--- config.mk ---
export PLATFORM = sky130hd
export DESIGN_NAME = tdm_demux8
export DESIGN_NICKNAME = d
export VERILOG_FILES = /design/src/rtl/tdm_demux8_pkg.sv /design/src/rtl/tdm_demux8.sv
export SDC_FILE = /design/constraint.sdc
export NUM_CORES = 1
export LEC_CHECK = 0
export ABC_AREA = 1
export CORE_UTILIZATION = 40
export DETAILED_ROUTE_END_ITERATION = 10
export DONT_BUFFER_PORTS = 1
export PLACE_DENSITY = 0.62
export SYNTH_ARGS = -nofsm -noshare
export SYNTH_HDL_FRONTEND = slang
export SYNTH_SLANG_ARGS = --single-unit
export TNS_END_PERCENT = 5
--- constraint.sdc ---
create_clock -name clk -period 1.9 [get_ports clk]
set_input_delay 0.285 -clock clk [delete_from_list [all_inputs] [get_ports clk]]
set_output_delay 0.285 -clock clk [all_outputs]
set_load 0.01 [all_outputs]
--- src/rtl/tdm_demux8_pkg.sv ---
// Shared constants and state encoding for the 8-lane TDM receive demultiplexer.
package tdm_demux8_pkg;

    localparam int TDM_LANES    = 8;
    localparam int TDM_SEL_W    = 3;
    localparam int TDM_MISS_MAX = 3;

    typedef enum logic {
        IDLE = 1'b0,
        RUN  = 1'b1
    } state_t;

endpackage

--- src/rtl/tdm_demux8.sv ---
// 1-to-8 TDM demultiplexer: aligns a slot counter to frame_sync, flywheels through
// missing syncs, and publishes each completed frame as a registered 8-bit word.
module tdm_demux8
    import tdm_demux8_pkg::*;
#(
    parameter int LANES    = TDM_LANES,
    parameter int SEL_W    = TDM_SEL_W,
    parameter int MISS_MAX = TDM_MISS_MAX
) (
    input  logic             clk,
    input  logic             rst_n,
    input  logic             din,
    input  logic             en,
    input  logic             frame_sync,
    output logic [LANES-1:0] dout,
    output logic [SEL_W-1:0] sel,
    output logic             frame_valid,
    output logic             locked,
    output logic             sync_err
);

    localparam int MISS_W = $clog2(MISS_MAX + 1);

    state_t            state_q, state_d;
    logic [LANES-1:0]  shadow, shadow_d;
    logic [LANES-1:0]  dout_d;
    logic [SEL_W-1:0]  sel_d;
    logic [MISS_W-1:0] miss_cnt, miss_d, miss_inc;
    logic              locked_d, frame_valid_d, sync_err_d;

    assign miss_inc = miss_cnt + MISS_W'(1);

    always_ff @(posedge clk or negedge rst_n) begin
        if (!rst_n) begin
            state_q     <= IDLE;
            shadow      <= '0;
            dout        <= '0;
            sel         <= '0;
            miss_cnt    <= '0;
            locked      <= 1'b0;
            frame_valid <= 1'b0;
            sync_err    <= 1'b0;
        end else begin
            state_q     <= state_d;
            shadow      <= shadow_d;
            dout        <= dout_d;
            sel         <= sel_d;
            miss_cnt    <= miss_d;
            locked      <= locked_d;
            frame_valid <= frame_valid_d;
            sync_err    <= sync_err_d;
        end
    end

    always_comb begin
        state_d       = state_q;
        shadow_d      = shadow;
        dout_d        = dout;
        sel_d         = sel;
        miss_d        = miss_cnt;
        locked_d      = locked;
        frame_valid_d = 1'b0;
        sync_err_d    = 1'b0;

        unique case (state_q)
            IDLE: begin
                if (en && frame_sync) begin
                    shadow_d[0] = din;
                    sel_d       = SEL_W'(1);
                    locked_d    = 1'b1;
                    miss_d      = '0;
                    state_d     = RUN;
                end
            end

            RUN: begin
                if (en) begin
                    if (sel == '0) begin
                        // A frame start without sync counts as a miss; too many drops lock.
                        if (frame_sync) begin
                            shadow_d[0] = din;
                            sel_d       = SEL_W'(1);
                            miss_d      = '0;
                        end else if (miss_inc == MISS_W'(MISS_MAX)) begin
                            miss_d   = miss_inc;
                            sel_d    = '0;
                            locked_d = 1'b0;
                            state_d  = IDLE;
                        end else begin
                            shadow_d[0] = din;
                            sel_d       = SEL_W'(1);
                            miss_d      = miss_inc;
                        end
                    end else if (frame_sync) begin
                        // Sync mid-frame: drop the partial frame and realign on this sample.
                        sync_err_d  = 1'b1;
                        shadow_d[0] = din;
                        sel_d       = SEL_W'(1);
                        miss_d      = '0;
                    end else if (sel == SEL_W'(LANES - 1)) begin
                        dout_d        = {din, shadow[LANES-2:0]};
                        frame_valid_d = 1'b1;
                        sel_d         = '0;
                    end else begin
                        shadow_d[sel] = din;
                        sel_d         = sel + SEL_W'(1);
                    end
                end
            end

            default: state_d = IDLE;
        endcase
    end

endmodule

==> flow_metrics.py, run 1 <==
metrics = {
    "pwr": {
        "powerDensity_nw_per_um2": 956,
        "p_leak_nw": 0.657,
        "peakVddDrop_uv": 402,
    },
    "cells_and_area": {
        "fin_util_pct": 47.6,
        "area_growth_pct": 9.71,
        "stdcell_area_um2": 1360,
        "antenna_cells": 0,
        "final_nets": 157,
        "drive_gt1_share_pct": 17.1,
        "num-fill-cells": 277,
    },
    "sta": {
        "tns_ps": 0,
        "final_max_slew_viol_count": 0,
        "clock-skew-final_ps": 9.62,
        "clock.fmax_ghz": 0.590,
        "finalCriticalPeriod_ps": 1700,
        "hold_viol_final": 0,
        "period_share_pct": 89.3,
        "timing.slew.headroom_pct": 71.6,
        "rsz0062_at_grt": "false",
        "setup_viol": 0,
        "tightest_slew_ps": 422,
    },
    "global_routing": {
        "grt_pass1_vias": 843,
        "grt_use_total_pct": 14.7,
        "grt_pass1_wl_um": 3830,
        "grt_overflow_total": 0,
        "grt_start_max_net_pins": 25,
        "antenna_found_initial": 0,
    },
    "routing": {
        "drt_pre_antenna_iters": 8,
        "routed_wl_um": 2110,
        "route.vias.total": 905,
        "via_per_inst": 5.11,
        "drt-initial-drc-count": 48,
        "drt.antenna.violating_nets": 0,
        "drc_errors": 2,
        "wl_per_cell_um": 11.9,
    },
    "cts": {
        "htree_levels": 1,
        "cts_buffers": 3,
        "cts.sinks": 24,
        "ctsLongestPathBuffers": 2,
        "tritoncts": "yes",
        "root_buffer": "clkbuf_4",
        "path_clk_slew_ps": 140,
        "clk_latency_ps": 310,
    },
    "critical_path": {
        "path_max_fanout": 11,
        "critPathKind": "reg -> reg",
        "crit_chain": "inv_1 > ha_1 > nand2_2 > nand2_4 > nor3_4 > buf_12 > nand2_1 > nand2_1 > nand2_1",
        "cp-start-kind": "flip-flop",
        "rr_worst_depth": 9,
        "slowest_stage": "dfrtp_1",
        "critPathCaptureType": "flip-flop",
        "cp_common_cell": "nand2_1",
        "crit_required_ps": 2120,
        "critPathMaxStageDelay_ps": 490,
        "crit_arrival_ps": 1920,
    },
    "floorplan": {
        "initial_core_util_pct": 43.4,
        "die_w_um": 57.6,
        "die_height_um": 57.6,
        "die_area_um2": 3320,
        "core_area_um2": 2850,
        "io_pins": 19,
        "row_count": 19,
    },
    "place": {
        "io_buffers": 0,
        "gp_congestion": 0.765,
        "dp_hpwl_um": 1570,
        "place_area_um2": 1250,
    },
    "yosys": {
        "syn-cell-area_um2": 1240,
        "synth-seq-area-share_pct": 48.5,
        "ys_seq_elements": 24,
        "yosysWarnings": 0,
        "syn_inst": 141,
        "yosys.cell_types.count": 20,
        "synth_fp_nets": 151,
        "avgSynthCellArea_um2": 8.78,
    },
    "job": {
        "cap_viol_max_count": 0,
    },
    "status": {
        "status": "complete, but fails checks",
        "violations": "design-rule violations",
    },
    "hold_path": {
        "hp-class": "in -> reg",
        "whs_path_depth": 2,
    },
}
## flip-flops by register name (all words and copies together), names as in the netlist
signal and count:
dout 8, frame_valid 1, locked 1, miss_cnt 2
sel 3, shadow 7, state_q 1, sync_err 1
## layout by cell type (no fill, tap or decap), drive strengths merged
cell	n
a21oi	2
buf	2
bufinv	1
clkbuf	3
dfrtp	24
dlygate4sd3	1
ha	5
inv	19
nand2	42
nand3	12
nand4	1
nor2	12
nor3	3
o2111ai	1
o21ai	18
## cells by family (layout without fill, tap and decap cells)
group,after synthesis,in the layout,share of synthesized area [%]
DFF,24,24,48.5
and+or+nand+nor,70,70,27.4
AOI/OAI and AO/OA,21,21,11.2
adders and majority gates,5,5,5.06
buffers and inverters,21,26,7.79
## metal layers
metal | part of all wire, % | wire (µm) | GRT usage [%] | vias to the layer above
met3 | 4.0 | 85 | 3.79 | 0
met1 | 48 | 1010 | 21.5 | 420
met2 | 48 | 1010 | 22.6 | 20
met4 | 0 | 0 | 2.44 | 0
met5 | 0 | 0 | 0 | -
li1 | - | - | - | 465
## power by group
group / internal (mW) / switching, mW / total, mW
sequential: 0.595 / 0.0715 / 0.667
clock: 0.213 / 0.153 / 0.366
combinational: 0.0980 / 0.167 / 0.265
## Yosys cell counts
cell       number  area share (%)
nand3_4         1             1.4
a21oi_1         2            0.81
nand3_1        11             4.4
nand2_1        38              12
ha_1            5             5.1
o21ai_2         8             5.7
nor2_1         11             3.3
dfrtp_1        24              49
nand4_1         1            0.51
inv_2           2            0.61
buf_6           2             1.8
nor3_1          2            0.81
o21ai_0        10             4.0
nand2_4         1            0.91
nor3_4          1             1.3
inv_4           1            0.51
o2111ai_1       1            0.71
nor2_8          1             1.6
inv_1          16             4.9
nand2_2         3             1.5
## worst max-delay path: cells and delay by family (launching register included)
kind / cells / cell delay (ps)
buf+inv: 2 / 290
fa+ha+maj: 1 / 240
flops: 1 / 490
simple gates: 6 / 570
## layout make-up
class                      count  area [µm²]  share of cell area (%)
clock inverter                 1        30.0                    2.21
timing repair buffer           3        50.0                    3.69
sequential                    24         602                    44.3
inverter                      19        73.8                    5.44
multi-input combinational     96         541                    39.8
tap                           31        38.8                    2.86
clock buffer                   3        22.5                    1.66
## through the flow
step,std cells,worst slack (ps),hold slack [ps],total power [mW]
2_1_floorplan,141,353,-10.6,0.869
3_3_place_gp,170,211,-9.99,0.910
3_5_place_dp,170,133,-9.90,0.919
4_1_cts,176,120,81.2,1.31
5_1_grt,177,13.8,82.1,1.40
6_report,177,204,98.2,1.30
## final timing paths
check / start / to / slack [ps]
max in group asynchronous: rst_n / sel[0]$_DFFE_PN0P_ / 1350
max reg2reg: sel[1]$_DFFE_PN0P_ / shadow[1]$_DFFE_PN0P_ / 200
min: din / shadow[3]$_DFFE_PN0P_ / 100
max: sel[1]$_DFFE_PN0P_ / shadow[1]$_DFFE_PN0P_ / 200
min in group asynchronous: rst_n / shadow[1]$_DFFE_PN0P_ / 400
min reg2reg: shadow[3]$_DFFE_PN0P_ / shadow[3]$_DFFE_PN0P_ / 490
## timing repair
item	in CTS	in global routing
gates resized for setup	0	1
hold buffers	2	0
buffers inserted	0	1
endpoints found under the hold margin	24	0
setup endpoints to repair	0	13
(Power assumes the default switching activity.)
==> run 2, diff against run 1 <==
--- a/config.mk
+++ b/config.mk
@@ -6,10 +6,12 @@
 export NUM_CORES = 1
 export LEC_CHECK = 0
 export ABC_AREA = 1
+export CELL_PAD_IN_SITES_DETAIL_PLACEMENT = 1
+export CELL_PAD_IN_SITES_GLOBAL_PLACEMENT = 1
 export CORE_UTILIZATION = 40
 export DETAILED_ROUTE_END_ITERATION = 10
 export DONT_BUFFER_PORTS = 1
-export PLACE_DENSITY = 0.62
+export PLACE_DENSITY = 0.76
 export SYNTH_ARGS = -nofsm -noshare
 export SYNTH_HDL_FRONTEND = slang
 export SYNTH_SLANG_ARGS = --single-unit
==> run 2 against run 1 <==
Net effect:
- the flow now finishes without violations
- setup slack worse by 21 ps
- sequential share of layout area unchanged
- cell count unchanged
- design area stayed put
- sequential power about the same
- maximum frequency is 1.2% lower
- total power up 1.9%
- routed wire length increased by 21%
- global-route usage increased by 3.9 points
- count of clock-buffer cells in the layout stayed put
- highest routed layer is now met4
==> flow_metrics.py, run 2 (same netlist as run 1, synthesis figures left out) <==
metrics = {
    "global_routing": {
        "grt_start_max_net_pins": 25,
        "antenna_found_initial": 0,
        "grt_overflow_total": 0,
        "grt_pass1_vias": 1012,
        "grt_pass1_wl_um": 4720,
        "grt_use_total_pct": 18.7,
    },
    "place": {
        "gp_congestion": 0.816,
        "io_buffers": 0,
        "pre_cts_ws_ps": 70.9,
        "dp_hpwl_um": 1890,
    },
    "cells_and_area": {
        "final_common_cell": "nand2_1",
        "final_cell_mix": "nand2_1 (38), dfrtp_1 (23), inv_1 (16)",
        "num-fill-cells": 334,
        "antenna_cells": 0,
        "area_growth_pct": 9.71,
        "drive_gt1_share_pct": 17.1,
        "final_nets": 157,
        "top_register": "dout",
        "multiInputGateArea_um2": 541,
        "reg.largest.list": "dout (8), shadow (7), sel (3)",
        "regArea_um2": 602,
        "largest_register_ffs": 8,
    },
    "critical_path": {
        "critPathKind": "reg -> reg",
        "crit_required_ps": 2130,
        "rr_worst_depth": 8,
        "r2r_end": "dout[3]$_DFFE_PN0P_",
        "crit_arrival_ps": 1950,
        "regToRegSetupSlack_ps": 180,
        "cp-start-kind": "flip-flop",
        "timing.rr.start": "sel[1]$_DFFE_PN0P_",
        "critPathCaptureType": "flip-flop",
        "path_max_fanout": 16,
    },
    "cts": {
        "htree_levels": 1,
        "tritoncts": "yes",
        "cts_buffers": 3,
        "clk_latency_ps": 330,
        "path_clk_slew_ps": 140,
        "root_buffer": "clkbuf_4",
        "ctsLongestPathBuffers": 2,
        "cts.sinks": 24,
    },
    "pwr": {
        "p_leak_nw": 0.657,
        "peakVddDrop_uv": 426,
        "powerDensity_nw_per_um2": 975,
    },
    "routing": {
        "highest_layer": "met4",
        "wl_per_cell_um": 14.4,
        "wl_met2_um": 1190,
        "drt-initial-drc-count": 24,
        "drt.antenna.violating_nets": 0,
        "wl_met1_um": 1220,
        "route.vias.total": 915,
        "route.met3.wl_um": 103,
        "routed_wl_um": 2560,
        "drc_errors": 0,
        "via_per_inst": 5.17,
        "drt_pre_antenna_iters": 4,
    },
    "sta": {
        "clock.fmax_ghz": 0.582,
        "setup_viol": 0,
        "tns_ps": 0,
        "period_share_pct": 90.4,
        "hold_viol_final": 0,
        "finalCriticalPeriod_ps": 1720,
        "hold_ws_ps": 80.7,
        "timing.slew.headroom_pct": 72.0,
        "tightest_slew_ps": 415,
        "final_max_slew_viol_count": 0,
        "rsz0062_at_grt": "false",
        "clock-skew-final_ps": 5.50,
        "setup_slack_ps": 182,
    },
    "status": {
        "status": "completed",
    },
    "floorplan": {
        "die_w_um": 57.6,
        "die_height_um": 57.6,
        "row_count": 19,
        "core_area_um2": 2850,
        "initial_core_util_pct": 43.4,
        "die_area_um2": 3320,
        "io_pins": 19,
    },
    "hold_path": {
        "whs_path_depth": 2,
        "holdPathEnd": "shadow[6]$_DFFE_PN0P_",
        "min_from": "din",
        "hp-class": "in -> reg",
    },
    "job": {
        "cap_viol_max_count": 0,
    },
}
==> run 2: cell counts in the layout (fill, tap and decap cells not counted) <==
Identical to the previous run, type by type.
==> run 2: metrics by stage <==
step,utilization [%],power (mW),std cells,instance area (µm²)
after floorplan,-,0.869,141,1240
after global placement,43.9,0.912,170,1250
after detailed placement,43.9,0.930,170,1250
after CTS,46.8,1.33,176,1340
after global routing,47.6,1.42,177,1360
final,47.6,1.32,177,1360
==> run 2: cell type report <==
class                      instances  area share, %
clock inverter                     1           2.21
multi-input combinational         96           39.8
tap                               31           2.86
inverter                          19           5.44
sequential                        24           44.3
timing repair buffer               3           3.69
clock buffer                       3           1.66
==> run 2: how the worst max path moves through the flow <==
| stage | start | cells after the start | endpoint | slack, ps |
|---|---|---|---|---|
| floorplan | sel[0]$_DFFE_PN0P_ | 7 | shadow[6]$_DFFE_PN0P_ | 350 |
| global placement | sel[0]$_DFFE_PN0P_ | 8 | shadow[3]$_DFFE_PN0P_ | 200 |
| detailed placement | sel[0]$_DFFE_PN0P_ | 8 | shadow[4]$_DFFE_PN0P_ | 70 |
| CTS | sel[0]$_DFFE_PN0P_ | 8 | shadow[4]$_DFFE_PN0P_ | 50 |
| global route | sel[0]$_DFFE_PN0P_ | 8 | dout[6]$_DFFE_PN0P_ | 30 |
| finish | sel[1]$_DFFE_PN0P_ | 8 | dout[3]$_DFFE_PN0P_ | 180 |
==> run 2: report_power, final <==
group          internal [mW]  switching, mW  total (mW)  leakage [nW]
registers              0.595         0.0743       0.669         0.316
clock network          0.214          0.164       0.378        0.0279
logic                 0.0981          0.178       0.276         0.313
==> run 2: per-layer routing <==
| layer | vias up | track usage (%) |
|---|---|---|
| met2 | 19 | 29.4 |
| met4 | 0 | 9.41 |
| met3 | 5 | 3.35 |
| met5 | - | 0 |
| li1 | 460 | - |
| met1 | 431 | 24.7 |
==> run 2: worst max-delay path: stages, from the launching register on <==
cell     delay, ps
dfrtp_1        490
inv_1          140
ha_1           240
nand2_2        130
nand2_4         80
inv_4           90
nand3_4        210
nand2_1        170
o21ai_2         60
==> run 2: what timing repair did <==
| item | in CTS | in global routing |
|---|---|---|
| resized for setup | 0 | 1 |
| buffers inserted | 0 | 1 |
| hold endpoints to repair | 24 | 0 |
| hold buffers | 2 | 0 |
| endpoints found under the setup margin | 0 | 14 |
